$ cat config.mk
export PLATFORM = sky130hd
export DESIGN_NAME = spi_controller
export DESIGN_NICKNAME = d
export VERILOG_FILES = /design/src/rtl/spi_controller.sv
export SDC_FILE = /design/constraint.sdc
export NUM_CORES = 1
export LEC_CHECK = 0
export BUFFER_PORTS_ARGS = -buffer_cell sky130_fd_sc_hd__buf_2
export CELL_PAD_IN_SITES_DETAIL_PLACEMENT = 0
export CELL_PAD_IN_SITES_GLOBAL_PLACEMENT = 1
export CORE_ASPECT_RATIO = 1.1
export CORE_MARGIN = 3
export CORE_UTILIZATION = 45
export CTS_BUF_LIST = sky130_fd_sc_hd__clkbuf_8
export DETAILED_ROUTE_END_ITERATION = 10
export PLACE_DENSITY_LB_ADDON = 0.3
export SETUP_SLACK_MARGIN = 0.02
export SLEW_MARGIN = 20
export SYNTH_ARGS = -nofsm -noshare
export SYNTH_HDL_FRONTEND = slang
export SYNTH_SLANG_ARGS = --single-unit
export TNS_END_PERCENT = 30
$ cat constraint.sdc
create_clock -name clk -period 6.6 [get_ports clk]
set_clock_uncertainty 0.15 [all_clocks]
set_input_delay 1.32 -clock clk [delete_from_list [all_inputs] [get_ports clk]]
set_output_delay 1.32 -clock clk [all_outputs]
set_load 0.05 [all_outputs]
$ cat src/rtl/spi_controller.sv
// SPI register-access master: one 16-bit frame {wr_rdn, addr field, data} per start,
// all four SPI modes, SCLK half-period of CLK_DIV clk cycles.
module spi_controller #(
  parameter int unsigned ADDR_W  = 4,
  parameter int unsigned REG_W   = 8,
  parameter int unsigned CLK_DIV = 4
) (
  input  logic              clk,
  input  logic              rstb,
  input  logic              ena,
  input  logic [1:0]        mode,
  input  logic              start,
  input  logic              wr_rdn,
  input  logic [ADDR_W-1:0] addr,
  input  logic [REG_W-1:0]  wdata,
  output logic [REG_W-1:0]  rdata,
  output logic              busy,
  output logic              done,
  output logic              spi_cs_n,
  output logic              spi_clk,
  output logic              spi_mosi,
  input  logic              spi_miso
);

  localparam int unsigned AFLD_W    = 7;
  localparam int unsigned FRAME_W   = 1 + AFLD_W + REG_W;
  localparam int unsigned NUM_EDGES = 32;
  localparam int unsigned EDGE_W    = 6;
  localparam int unsigned CNT_W     = (CLK_DIV > 1) ? $clog2(CLK_DIV) : 1;

  typedef enum logic [2:0] {
    ST_IDLE,
    ST_SETUP,
    ST_SHIFT,
    ST_HOLD,
    ST_GUARD
  } state_t;

  state_t             r_state;
  logic [CNT_W-1:0]   r_cnt;
  logic [EDGE_W-1:0]  r_edge;
  logic [FRAME_W-1:0] r_tx;
  logic [REG_W-1:0]   r_rx;
  logic [REG_W-1:0]   r_rdata;
  logic               r_cpha;
  logic               r_wr;
  logic               r_sclk;
  logic               r_cs_n;
  logic               r_mosi;
  logic               r_busy;
  logic               r_done;

  logic [FRAME_W-1:0] w_frame;
  logic [EDGE_W-1:0]  w_next_edge;
  logic               w_last_cnt;
  logic               w_edge_evt;
  logic               w_lead;
  logic               w_sample;
  logic               w_shift;

  // Outgoing frame built from the live inputs; captured only on accept.
  assign w_frame = {wr_rdn, AFLD_W'(addr), wr_rdn ? wdata : REG_W'(0)};

  // SCLK edge bookkeeping: edges are numbered 1..32, odd ones are leading.
  assign w_last_cnt  = (r_cnt == CNT_W'(CLK_DIV - 1));
  assign w_next_edge = r_edge + EDGE_W'(1);
  assign w_edge_evt  = w_last_cnt &&
                       ((r_state == ST_SETUP) ||
                        ((r_state == ST_SHIFT) && (r_edge != EDGE_W'(NUM_EDGES))));
  assign w_lead      = w_next_edge[0];
  // CPHA=1 skips the shift on edge 1 because bit15 is already on MOSI from SETUP.
  assign w_sample    = r_cpha ? ~w_lead : w_lead;
  assign w_shift     = r_cpha ? (w_lead && (w_next_edge != EDGE_W'(1))) : ~w_lead;

  // Transaction FSM with registered bus and handshake outputs.
  always_ff @(posedge clk or negedge rstb) begin
    if (!rstb) begin
      r_state <= ST_IDLE;
      r_cnt   <= '0;
      r_edge  <= '0;
      r_tx    <= '0;
      r_rx    <= '0;
      r_rdata <= '0;
      r_cpha  <= 1'b0;
      r_wr    <= 1'b0;
      r_sclk  <= 1'b0;
      r_cs_n  <= 1'b1;
      r_mosi  <= 1'b0;
      r_busy  <= 1'b0;
      r_done  <= 1'b0;
    end else begin
      r_done <= 1'b0;

      if (w_edge_evt) begin
        r_sclk <= ~r_sclk;
        r_edge <= w_next_edge;
        if (w_sample) begin
          r_rx <= {r_rx[REG_W-2:0], spi_miso};
        end
        if (w_shift) begin
          r_mosi <= r_tx[FRAME_W-1];
          r_tx   <= {r_tx[FRAME_W-2:0], 1'b0};
        end
      end

      case (r_state)
        ST_IDLE: begin
          if (ena && start) begin
            r_state <= ST_SETUP;
            r_cnt   <= '0;
            r_edge  <= '0;
            r_cpha  <= mode[0];
            r_wr    <= wr_rdn;
            r_sclk  <= mode[1];
            r_cs_n  <= 1'b0;
            r_busy  <= 1'b1;
            r_mosi  <= w_frame[FRAME_W-1];
            r_tx    <= {w_frame[FRAME_W-2:0], 1'b0};
            r_rx    <= '0;
          end
        end
        ST_SETUP: begin
          if (w_last_cnt) begin
            r_state <= ST_SHIFT;
            r_cnt   <= '0;
          end else begin
            r_cnt <= r_cnt + CNT_W'(1);
          end
        end
        ST_SHIFT: begin
          if (w_last_cnt) begin
            r_cnt <= '0;
            if (r_edge == EDGE_W'(NUM_EDGES)) begin
              r_state <= ST_HOLD;
            end
          end else begin
            r_cnt <= r_cnt + CNT_W'(1);
          end
        end
        ST_HOLD: begin
          if (w_last_cnt) begin
            r_state <= ST_GUARD;
            r_cnt   <= '0;
            r_cs_n  <= 1'b1;
            r_busy  <= 1'b0;
            r_done  <= 1'b1;
            r_mosi  <= 1'b0;
            if (!r_wr) begin
              r_rdata <= r_rx;
            end
          end else begin
            r_cnt <= r_cnt + CNT_W'(1);
          end
        end
        ST_GUARD: begin
          if (w_last_cnt) begin
            r_state <= ST_IDLE;
            r_cnt   <= '0;
          end else begin
            r_cnt <= r_cnt + CNT_W'(1);
          end
        end
        default: begin
          r_state <= ST_IDLE;
        end
      endcase
    end
  end

  assign rdata    = r_rdata;
  assign busy     = r_busy;
  assign done     = r_done;
  assign spi_cs_n = r_cs_n;
  assign spi_clk  = r_sclk;
  assign spi_mosi = r_mosi;

endmodule

# Word level (Yosys, flattened, before mapping)
# Index checks and enable logic that the tools add are counted.
[word_totals] ff_bits=50 latchBits=0 ramBits=0 mem_bits_ro=0 input_bits=20 out_inout_bits=13 n_memories=0
[classes] addsub=2 mul=0 div_mod_pow=0 order_cmp=0 eq_ne=14 shift=0 muxes=40 bitwise=3 reduce_logical=14
[ops] op="$mux 16" n=4
[ops] op="$mux 8" n=5
[ops] op="$mux 3" n=6
[ops] op="$mux 6" n=3
[ops] op="$mux 1" n=15
[ops] op="$pmux 3 s5" n=1
[ops] op="$ne 2x2->1 const B" n=5
[ops] op="$add 6x1->6 const B" n=1
[ops] op="$eq 3x2->1 const B" n=2
[ops] op="$eq 6x6->1 const B" n=1
[ops] op="$ne 6x1->1 const B" n=1
[ops] op="$ne 6x6->1 const B" n=1
[ops] op="$pmux 1 s2" n=3
[ops] op="$reduce_and 3->1" n=2
[ops] op="$reduce_and 6->1" n=1
[ops] op="$logic_and 1x1->1" n=4
[ops] op="$mux 2" n=2
[ops] op="$pmux 2 s2" n=1
[ops] op="$reduce_and 2->1" n=2
[ops] op="$reduce_bool 2->1" n=2
[ops] op="$reduce_or 4->1" n=1
[ops] op="$eq 3x1->1 const B" n=1
[ops] op="$eq 3x3->1 const B" n=1
[ops] op="$logic_not 3->1" n=1
[ops] op="5 further kinds" n=7

# Depth between registers and ports, before layout
# Gate-level depths: netlist (run 1).
[depth] word_depth=8 ltp_mapped=8 mapped_depth_nobuf=6

# Worst setup path before layout (run 1)
# No wires, ideal clock.
[synth_timing] kind="input-to-reg" from="input ena" to="register r_tx[10]" arrival_ns=2.157 required_time_ns=6.319 path_slack_ns=4.162 path_stages=6 n_path_buf=2 path_cell_list="nand2_1 -> or3_1 -> clkbuf_1 -> buf_2 -> nand2_1 -> o211ai_1"
[synth_between] elab_chain_cells=3
[synth_rtl] item="from (decl)" line_no="10" text="input logic ena,"
[synth_rtl] item="$logic_and 1x1->1" line_no="108" text="if (ena && start) begin"
[synth_rtl] item="$mux 16" line_no="108"
[synth_rtl] item="$mux 16" line_no="106" text="case (r_state)"
[synth_rtl] item="to (signal assigned)" line_no="102" text="r_tx <= {r_tx[FRAME_W-2:0], 1'b0};"
[synth_rtl] item="to (signal assigned)" line_no="118" text="r_tx <= {w_frame[FRAME_W-2:0], 1'b0};"
[synth_rtl] item="to (decl)" line_no="42" text="logic [FRAME_W-1:0] r_tx;"
# No other way between the ends.
# A chain may end at the register's enable or synchronous reset.

# Final worst setup path (run 1)
[layout_timing] from="register r_edge[0]" to="register r_tx[4]"
[layout_between] elab_chain_cells=8 elab_cells_between_ends=13
[layout_rtl] item="from (decl)" line_no="41" text="logic [EDGE_W-1:0] r_edge;"
[layout_rtl] item="from (signal assigned)" line_no="96" text="r_edge <= w_next_edge;"
[layout_rtl] item="$add 6x1->6" line_no="66" text="assign w_next_edge = r_edge + EDGE_W'(1);"
[layout_rtl] item="$ne 6x1->1" line_no="73" text="assign w_shift = r_cpha ? (w_lead && (w_next_edge != EDGE_W'(1))) : ~w_lead;"
[layout_rtl] item="$logic_and 1x1->1" line_no="73"
[layout_rtl] item="$mux 1" line_no="73"
[layout_rtl] item="$mux 16" line_no="100" text="if (w_shift) begin"
[layout_rtl] item="$mux 16 (*)" line_no="94" text="if (w_edge_evt) begin"
[layout_rtl] item="$mux 16" line_no="108"
[layout_rtl] item="$mux 16 (*)" line_no="106"
# Every way passes the cells marked *; elsewhere a longest branch is shown, timed or not.

==> results.json, run 1 <==
{
  "p_seq_share_pct": 40.6,
  "ios": 33,
  "switchingPower_uw": 593,
  "use_met3_pct": 3.03,
  "core_um2": 5100,
  "synth-edff-count": 0,
  "num_vias": 1792,
  "clock-sinks": 50,
  "ir_worst_vdd_mv": 0.207,
  "drt-initial-drc-count": 84,
  "netlist_instances": 231,
  "finish.net_count": 282,
  "ctsRootBufferMaster": "clkbuf_8",
  "cp_max_fo": 13,
  "cp_top_family": "simple AND/OR/NAND/NOR gates",
  "path_cells": "inv_1 > ha_1 > nor3b_1 > a211o_2 > nor2_1 > o211ai_1",
  "clock_latency_ns": 0.30,
  "drv_cap": 0,
  "syn_avg_cell_area_um2": 10.4,
  "die_w_um": 75.7,
  "ys.flop_type": "dfrtp_1",
  "final.period_utilization_pct": 39.7,
  "required_ns": 6.60,
  "seq_area_um2": 1250,
  "yosysWarnings": 0,
  "dr.pass1.iters": 4,
  "setup_slack_ns": 3.98,
  "port_buffers": 32,
  "post-route-min-period_ns": 2.62,
  "cts_htree_levels": 2,
  "intPower_uw": 725,
  "rows": 27,
  "synthTopCellsByArea": "dfrtp_1 51%, nand3_1 5.2%, nand2_1 5.0%",
  "cp_slowest_cell": "nor2_1",
  "max_stage_delay_ns": 0.69,
  "gr-usage-met2_pct": 26.7,
  "die_height_um": 82.7,
  "rsz0062_at_grt": "false",
  "cts_resized": 0,
  "antenna_found_initial": 0,
  "path_buf_inv": 1,
  "finalHoldViolCount": 0,
  "die_area_um2": 6260,
  "grt.busiest_layer": "met2",
  "fmax_mhz": 382,
  "wire_per_inst_um": 14.0,
  "synthesis.area_um2": 2400,
  "ys_seq_area_share_pct": 52.1,
  "synth_top_area_share_pct": 51.0,
  "holdBufCountCts": 0,
  "switching_share_pct": 45.0,
  "synth_nets": 254,
  "postCtsSetupBuffers": 0,
  "timing.final.max_slew_violations": 0,
  "final_antenna_net_count": 0,
  "initial_utilization_pct": 47.1,
  "synth_seq_cells": 50,
  "power.share.clock_pct": 14.3,
  "max_slew_margin_pct": 43.1,
  "r2r_end": "r_tx[4]$_DFF_PN0_",
  "use_met1_pct": 22.1,
  "multi_input_area_um2": 1070,
  "path_clk_slew_ns": 0.09,
  "grt_pass1_vias": 1679,
  "cts_made_buffers": 5,
  "n_antenna_cell": 0,
  "place_congestion": 0.745,
  "drive_gt1_share_pct": 26.5,
  "dp_slack_ns": 3.80,
  "ys_types": 43,
  "hold_ws_ns": 0.354,
  "r2r_start": "r_edge[0]$_DFF_PN0_",
  "routed_via_density": 5.40,
  "pwr-share-comb_pct": 45.1,
  "end_kind": "flop",
  "grt.total_usage_pct": 16.4,
  "grt_max_degree": 51,
  "dp_hpwl_um": 3090,
  "worstSetupPathType": "flop to flop",
  "nFillCells": 476,
  "leakage_uw": 0.00121,
  "final_cell_mix": "49 x dfrtp_1, 32 x nand2_1, 32 x buf_2",
  "grt_pass1_wl_um": 7970,
  "final_common_cell": "dfrtp_1",
  "grt-ovfl-total": 0,
  "critPathCapture": "r_tx[4]$_DFF_PN0_",
  "cp-start-kind": "flop",
  "status": "complete, no violations",
  "fin_tns_setup_ns": 0,
  "power_density_nw_per_um2": 487,
  "synth_top_area_cell": "dfrtp_1",
  "syn_to_final_growth_pct": 12.7,
  "async_flop_share_pct": 100,
  "cts_tree": "built",
  "drcViolationCount": 0,
  "holdCritPathClass": "flop to flop",
  "rrSetupSlack_ns": 3.98,
  "worst_r2r_path_depth": 6,
  "wl_um": 4650,
  "cp.depth": 6,
  "setup_viol": 0,
  "arrival_ns": 2.62,
  "crit_path_start": "r_edge[0]$_DFF_PN0_",
  "worst_pin_slew_ns": 0.850,
  "cts_buffer_depth": 2
}
==> cells in the mapped netlist (2+ instances only) <==
| master | instances |
|---|---|
| xnor2_1 | 3 |
| o21ai_0 | 8 |
| buf_2 | 7 |
| o211ai_1 | 12 |
| nor2_2 | 9 |
| mux2_2 | 8 |
| or3_1 | 3 |
| nand2b_1 | 2 |
| nand2_1 | 32 |
| inv_1 | 5 |
| dfrtp_1 | 49 |
| xor2_1 | 3 |
| nand4_1 | 2 |
| nand3_1 | 25 |
| nor3b_1 | 2 |
| nor2_1 | 8 |
| clkbuf_1 | 4 |
| mux2i_1 | 9 |
| ha_1 | 3 |
| a221oi_1 | 2 |
| or2_2 | 2 |
| a21oi_1 | 12 |
==> layout make-up <==
| cell class | instances | area share (%) |
|---|---|---|
| sequential | 50 | 46.2 |
| multi-input combinational | 162 | 39.5 |
| timing repair buffer | 35 | 6.74 |
| tap | 72 | 3.32 |
| clock buffer | 6 | 3.05 |
| inverter | 5 | 0.693 |
| clock inverter | 2 | 0.462 |
==> sequential cells by signal, summed over array words and instances (netlist names) <==
signal and cells:
rdata 8, r_state 3, spi_clk 1, r_rx 8, done 1, busy 1, r_cpha 1, r_wr 1
spi_mosi 1, spi_cs_n 1, r_tx 16, r_edge 6, r_cnt 2
==> how the worst min path moves through the flow <==
stage | from | end | slack, ns | depth (start not counted)
2_1_floorplan | r_cpha$_DFFE_PN0P_ | r_cpha$_DFFE_PN0P_ | 0.32 | 2
3_3_place_gp | r_cpha$_DFFE_PN0P_ | r_cpha$_DFFE_PN0P_ | 0.33 | 2
3_5_place_dp | r_cpha$_DFFE_PN0P_ | r_cpha$_DFFE_PN0P_ | 0.33 | 2
4_1_cts | r_cpha$_DFFE_PN0P_ | r_cpha$_DFFE_PN0P_ | 0.36 | 2
5_1_grt | spi_cs_n$_DFFE_PN1P_ | spi_cs_n$_DFFE_PN1P_ | 0.37 | 2
6_report | r_cpha$_DFFE_PN0P_ | r_cpha$_DFFE_PN0P_ | 0.35 | 2
==> power by group through the flow <==
stage	Sequential [uW]	Clock, uW	Combinational, uW
6_report	535	188	595
5_1_grt	556	206	656
4_1_cts	535	193	605
3_5_place_dp	542	0	605
3_3_place_gp	537	0	596
2_1_floorplan	630	0	383
==> per-layer routing <==
layer,routed length (um),part of all wire [%]
met5,0,0
met4,65,1.4
met3,137,2.9
met2,2190,47
met1,2250,48
==> per-stage QoR <==
step,instance area [um^2],instances,power (uW),utilization (%)
finish,2710,332,1320,53.1
CTS,2710,332,1330,53.1
global placement,2620,324,1130,51.3
detailed placement,2620,324,1150,51.3
global route,2710,332,1420,53.1
floorplan,2400,231,1010,-
==> worst min-delay path, delay by kind of cell (launching register included) <==
kind	cells	cell delay (ns)
AND/OR/NAND/NOR	2	0.11
flip-flops	1	0.36
==> cells by family (layout without fill, tap and decap cells) <==
kind of cell / Yosys count / count (layout) / synth area share, %
buffers and inverters: 19 / 48 / 3.85
XOR/XNOR: 6 / 6 / 2.19
adder cells (fa/ha/maj): 3 / 3 / 1.56
AO/OA/AOI/OAI: 44 / 44 / 13.7
flip-flops: 50 / 50 / 52.1
AND/OR/NAND/NOR: 92 / 92 / 19.1
multiplexers: 17 / 17 / 7.49
No activity file was read; power rests on OpenSTA's default activity.
==> run 2, diff against run 1 <==
==> constraint.sdc (replaced) <==
create_clock -name clk -period 2.6 [get_ports clk]
set_clock_uncertainty 0.15 [all_clocks]
set_input_delay 0.52 -clock clk [delete_from_list [all_inputs] [get_ports clk]]
set_output_delay 0.52 -clock clk [all_outputs]
set_load 0.05 [all_outputs]
==> run 2 against run 1 <==
Setup slack got worse by 3.7 ns. Critical path depth unchanged. Via count did not move.
==> results.json, run 2 (synthesized netlist as in run 1, its figures left out) <==
{
  "status": "complete, no violations",
  "r2r_end": "r_tx[3]$_DFF_PN0_",
  "worstSetupPathType": "flop to flop",
  "drv_cap": 0,
  "final_common_cell": "dfrtp_1",
  "dr.pass1.iters": 4,
  "ios": 33,
  "rsz0062_at_grt": "false",
  "regMostFlops": "r_tx",
  "holdPathEnd": "r_cpha$_DFFE_PN0P_",
  "worst_r2r_path_depth": 6,
  "p_total_uw": 3360,
  "path_clk_slew_ns": 0.09,
  "power_density_nw_per_um2": 1220,
  "cts_buffer_depth": 2,
  "dp_slack_ns": 0.153,
  "leakage_uw": 0.00124,
  "grt.total_usage_pct": 16.6,
  "drt-initial-drc-count": 85,
  "grt_pass1_wl_um": 8120,
  "cp-start-kind": "flop",
  "holdPathStages": 3,
  "routed_via_density": 5.27,
  "arrival_ns": 2.32,
  "grt_max_degree": 21,
  "final_cell_mix": "49 x dfrtp_1, 32 x nand2_1, 32 x buf_2",
  "post-route-min-period_ns": 2.31,
  "n_antenna_cell": 0,
  "setup_viol": 0,
  "drive_gt1_share_pct": 28.7,
  "ir_worst_vdd_mv": 0.473,
  "drcViolationCount": 0,
  "cts_htree_levels": 2,
  "cts_tree": "built",
  "initial_utilization_pct": 47.1,
  "final.period_utilization_pct": 88.8,
  "die_area_um2": 6260,
  "worst_pin_slew_ns": 0.626,
  "port_buffers": 32,
  "die_w_um": 75.7,
  "timing.final.max_slew_violations": 0,
  "core_um2": 5100,
  "max_slew_margin_pct": 58.2,
  "min_from": "mode[0]",
  "wire_per_inst_um": 13.8,
  "dp_hpwl_um": 3270,
  "final_antenna_net_count": 0,
  "fin_tns_setup_ns": 0,
  "r2r_start": "r_edge[0]$_DFF_PN0_",
  "crit_path_start": "r_edge[0]$_DFF_PN0_",
  "finalHoldViolCount": 0,
  "utilization_pct": 54.2,
  "ctsRootBufferMaster": "clkbuf_8",
  "die_height_um": 82.7,
  "grt-ovfl-total": 0,
  "clock_latency_ns": 0.30,
  "clock-sinks": 50,
  "rrSetupSlack_ns": 0.29,
  "cts_made_buffers": 5,
  "antenna_found_initial": 0,
  "num_vias": 1792,
  "postCtsSetupBuffers": 0,
  "dp_cells": 331,
  "required_ns": 2.61,
  "fmax_mhz": 433,
  "holdCritPathClass": "primary input to flop",
  "setup_slack_ns": 0.292,
  "place_congestion": 0.789,
  "rows": 27,
  "finish.net_count": 290,
  "wl_um": 4700,
  "fin_cells": 340,
  "syn_to_final_growth_pct": 15.0,
  "cp_max_fo": 16,
  "largest_reg_flops": 16,
  "end_kind": "flop",
  "grt_pass1_vias": 1727
}
run 2: cell count changes in the layout (fill, tap and decap cells not counted), sizes merged:
cell / previous run / this run
buf: 35 / 42
clkinv: 0 / 2
inv: 7 / 6
clkbuf: 6 / 5
dlygate4sd3: 0 / 1
run 2: how the worst max path moves through the flow:
| stage | endpoint | slack [ns] | cells past startpoint |
|---|---|---|---|
| after detailed placement | r_tx[2]$_DFF_PN0_ | 0.15 | 6 |
| after CTS | r_tx[8]$_DFF_PN0_ | 0.13 | 6 |
| after global routing | r_tx[11]$_DFF_PN0_ | 0.19 | 6 |
| after global placement | r_tx[12]$_DFF_PN0_ | 0.18 | 6 |
| after floorplan | r_tx[2]$_DFF_PN0_ | 0.39 | 8 |
| final | r_tx[3]$_DFF_PN0_ | 0.29 | 6 |
run 2: area by class of cell:
type                            instances  area [um^2]
Clock buffer                            5         68.8
Clock inverter                          3         17.5
Fill cell                             479         2330
Inverter                                5         18.8
Multi-Input combinational cell        162         1070
Sequential cell                        50         1250
Tap cell                               72         90.1
Timing Repair Buffer                   43          245
run 2: through the flow:
stage / area (um^2) / hold WS [ns]
4_1_cts: 2760 / 0.255
6_report: 2770 / 0.264
5_1_grt: 2770 / 0.257
3_5_place_dp: 2670 / 0.307
2_1_floorplan: 2400 / 0.0744
3_3_place_gp: 2670 / 0.305
run 2: timing repair:
item | CTS | global route
endpoints found under the hold margin | 14 | 0
setup endpoints to repair | 0 | 11
gates resized for setup | 0 | 1
hold buffers | 1 | 0
run 2: metal layers:
metal  vias up  global-route usage [%]  wire (um)
met3         2                    3.27        156
met2        30                    25.6       2170
met5         -                       0          0
met1       871                    24.3       2340
met4         0                    3.15         29
li1        889                       -          -
run 2: report_power, final:
group	internal [uW]	switching, uW	leakage (uW)
logic	559	1020	0.000539
clock network	187	259	0.0000493
registers	1100	236	0.000655
run 2: critical path, stage by stage (launching register included):
cell and delay (ns):
dfrtp_1 0.43, inv_1 0.07, ha_1 0.15, or3b_1 0.44, o41a_1 0.64, nand3_1 0.20
o211ai_1 0.09
==> run 3, diff against run 2 <==
--- a/config.mk
+++ b/config.mk
@@ -8,11 +8,12 @@
 export BUFFER_PORTS_ARGS = -buffer_cell sky130_fd_sc_hd__buf_2
 export CELL_PAD_IN_SITES_DETAIL_PLACEMENT = 0
 export CELL_PAD_IN_SITES_GLOBAL_PLACEMENT = 1
-export CORE_ASPECT_RATIO = 1.1
+export CORE_ASPECT_RATIO = 2
 export CORE_MARGIN = 3
 export CORE_UTILIZATION = 45
 export CTS_BUF_LIST = sky130_fd_sc_hd__clkbuf_8
 export DETAILED_ROUTE_END_ITERATION = 10
+export GPL_TIMING_DRIVEN = 0
 export PLACE_DENSITY_LB_ADDON = 0.3
 export SETUP_SLACK_MARGIN = 0.02
 export SLEW_MARGIN = 20
==> run 3 against run 2 <==
Sequential share of layout area grew 0.16 points. Register-to-register slack lost 0.09 ns. Final cell count shrank 2.9%. Via count grew 3.1%. Die area grew 0.83%. Core utilization shrank 0.59 points. Final area shrank 0.36%. Setup slack lost 0.093 ns. First-iteration DRC count shrank 25%. Global-route usage grew 1.4 points. Largest cell class unchanged.
==> results.json, run 3 (synthesized netlist as in run 1, its figures left out) <==
{
  "dr.pass1.iters": 4,
  "num_vias": 1848,
  "nFillCells": 499,
  "setup_viol": 0,
  "wl_um": 4910,
  "worst_pin_slew_ns": 0.772,
  "n_antenna_cell": 0,
  "routed_via_density": 5.60,
  "die_w_um": 57.7,
  "fmax_mhz": 416,
  "required_ns": 2.63,
  "largest_reg_flops": 16,
  "drv_cap": 0,
  "grt_max_degree": 33,
  "clock-sinks": 50,
  "final_antenna_net_count": 0,
  "grt.total_usage_pct": 18.0,
  "arrival_ns": 2.43,
  "fin_tns_setup_ns": 0,
  "power_density_nw_per_um2": 1240,
  "rsz0062_at_grt": "true",
  "regMostFlops": "r_tx",
  "cts_buffer_depth": 2,
  "cp-start-kind": "flop",
  "place_congestion": 0.745,
  "die_area_um2": 6310,
  "grt-ovfl-total": 0,
  "grt_pass1_vias": 1849,
  "ios": 33,
  "final.period_utilization_pct": 92.3,
  "drcViolationCount": 0,
  "port_buffers": 31,
  "ir_worst_vdd_mv": 0.646,
  "cts_htree_levels": 2,
  "holdCritPathClass": "primary input to asynchronous set/reset pin",
  "max_slew_margin_pct": 48.5,
  "antenna_found_initial": 0,
  "grt_pass1_wl_um": 8800,
  "final_cell_mix": "49 x dfrtp_1, 38 x buf_2, 32 x nand2_1",
  "final_common_cell": "dfrtp_1",
  "end_kind": "flop",
  "cp_max_fo": 10,
  "crit_path_start": "r_edge[0]$_DFF_PN0_",
  "drive_gt1_share_pct": 28.3,
  "worstSetupPathType": "flop to flop",
  "die_height_um": 109,
  "timing.final.max_slew_violations": 0,
  "wire_per_inst_um": 14.9,
  "drt-initial-drc-count": 64,
  "leakage_uw": 0.00125,
  "clock_latency_ns": 0.30,
  "ctsRootBufferMaster": "clkbuf_8",
  "initial_utilization_pct": 46.8,
  "core_um2": 5140,
  "status": "complete, no violations",
  "r2r_start": "r_edge[0]$_DFF_PN0_",
  "syn_to_final_growth_pct": 14.6,
  "post-route-min-period_ns": 2.40,
  "rows": 37,
  "design_area_um2": 2760,
  "placed_area_um2": 2650,
  "cts_made_buffers": 5,
  "dp_hpwl_um": 3690,
  "finish.net_count": 294,
  "finalHoldViolCount": 0,
  "path_clk_slew_ns": 0.09,
  "cts_tree": "built"
}
run 3: cell count changes in the layout (fill, tap and decap cells not counted), sizes merged:
cell / change
clkbuf: +6
clkinv: -1
dlygate4sd3: -1
run 3: metrics by stage:
stage	hold slack [ns]	cells	total power (uW)	setup slack [ns]	util, %
floorplan	0.0744	231	2570	0.392	-
global placement	0.328	320	2910	0.121	51.2
detailed placement	0.336	321	2970	0.125	51.6
CTS	0.0136	329	3430	0.0724	53.4
global route	0.0194	330	3680	0.00670	53.6
finish	0.00247	330	3410	0.199	53.6
run 3: routing by layer:
layer | global-route usage (%) | up-vias | share of wire [%]
li1 | - | 899 | -
met2 | 33.4 | 33 | 57
met4 | 6.47 | 0 | 1.6
met1 | 20.1 | 911 | 38
met3 | 3.06 | 5 | 3.4
met5 | 0 | - | 0
run 3: what timing repair did:
item                                    4_1_cts  5_1_grt
resized for setup                             0        1
endpoints found under the setup margin        0       12
hold buffers                                  0        0
buffers inserted                              0        1
run 3: area by class of cell:
class                   instances  area (um^2)  area share (%)
plain buffers                  14         73.8            2.68
clock buffers                   6         82.6            3.00
clock inverters                 2         8.76           0.318
inverters                       5         18.8           0.681
multi-input cells             162         1060            38.6
flip-flops and latches         50         1250            45.4
well taps                      58         72.6            2.63
repair buffers                 33          183            6.63
run 3: worst paths after layout:
check / endpoint / slack [ns] / cells past startpoint
setup reg to reg: r_tx[6]$_DFF_PN0_ / 0.20 / 8
setup / recovery: r_tx[6]$_DFF_PN0_ / 0.20 / 8
hold / removal: rdata[1]$_DFFE_PN0P_ / 0.002 / 1
hold reg to reg: busy$_DFFE_PN0P_ / 0.34 / 2
min in group clk: r_cpha$_DFFE_PN0P_ / 0.26 / 3
max in group asynchronous: spi_cs_n$_DFFE_PN1P_ / 1.71 / 2
run 3: worst max-delay path, stage by stage, from the launching register on:
cell	delay, ns
dfrtp_1	0.40
clkbuf_2	0.18
inv_1	0.08
ha_1	0.15
or3b_1	0.44
o41a_1	0.46
buf_4	0.23
nand3_1	0.09
o211ai_1	0.09
run 3: power by group:
| group | total (uW) | internal [uW] | switching [uW] |
|---|---|---|---|
| Combinational | 1620 | 586 | 1030 |
| Sequential | 1330 | 1100 | 222 |
| Clock | 466 | 211 | 255 |
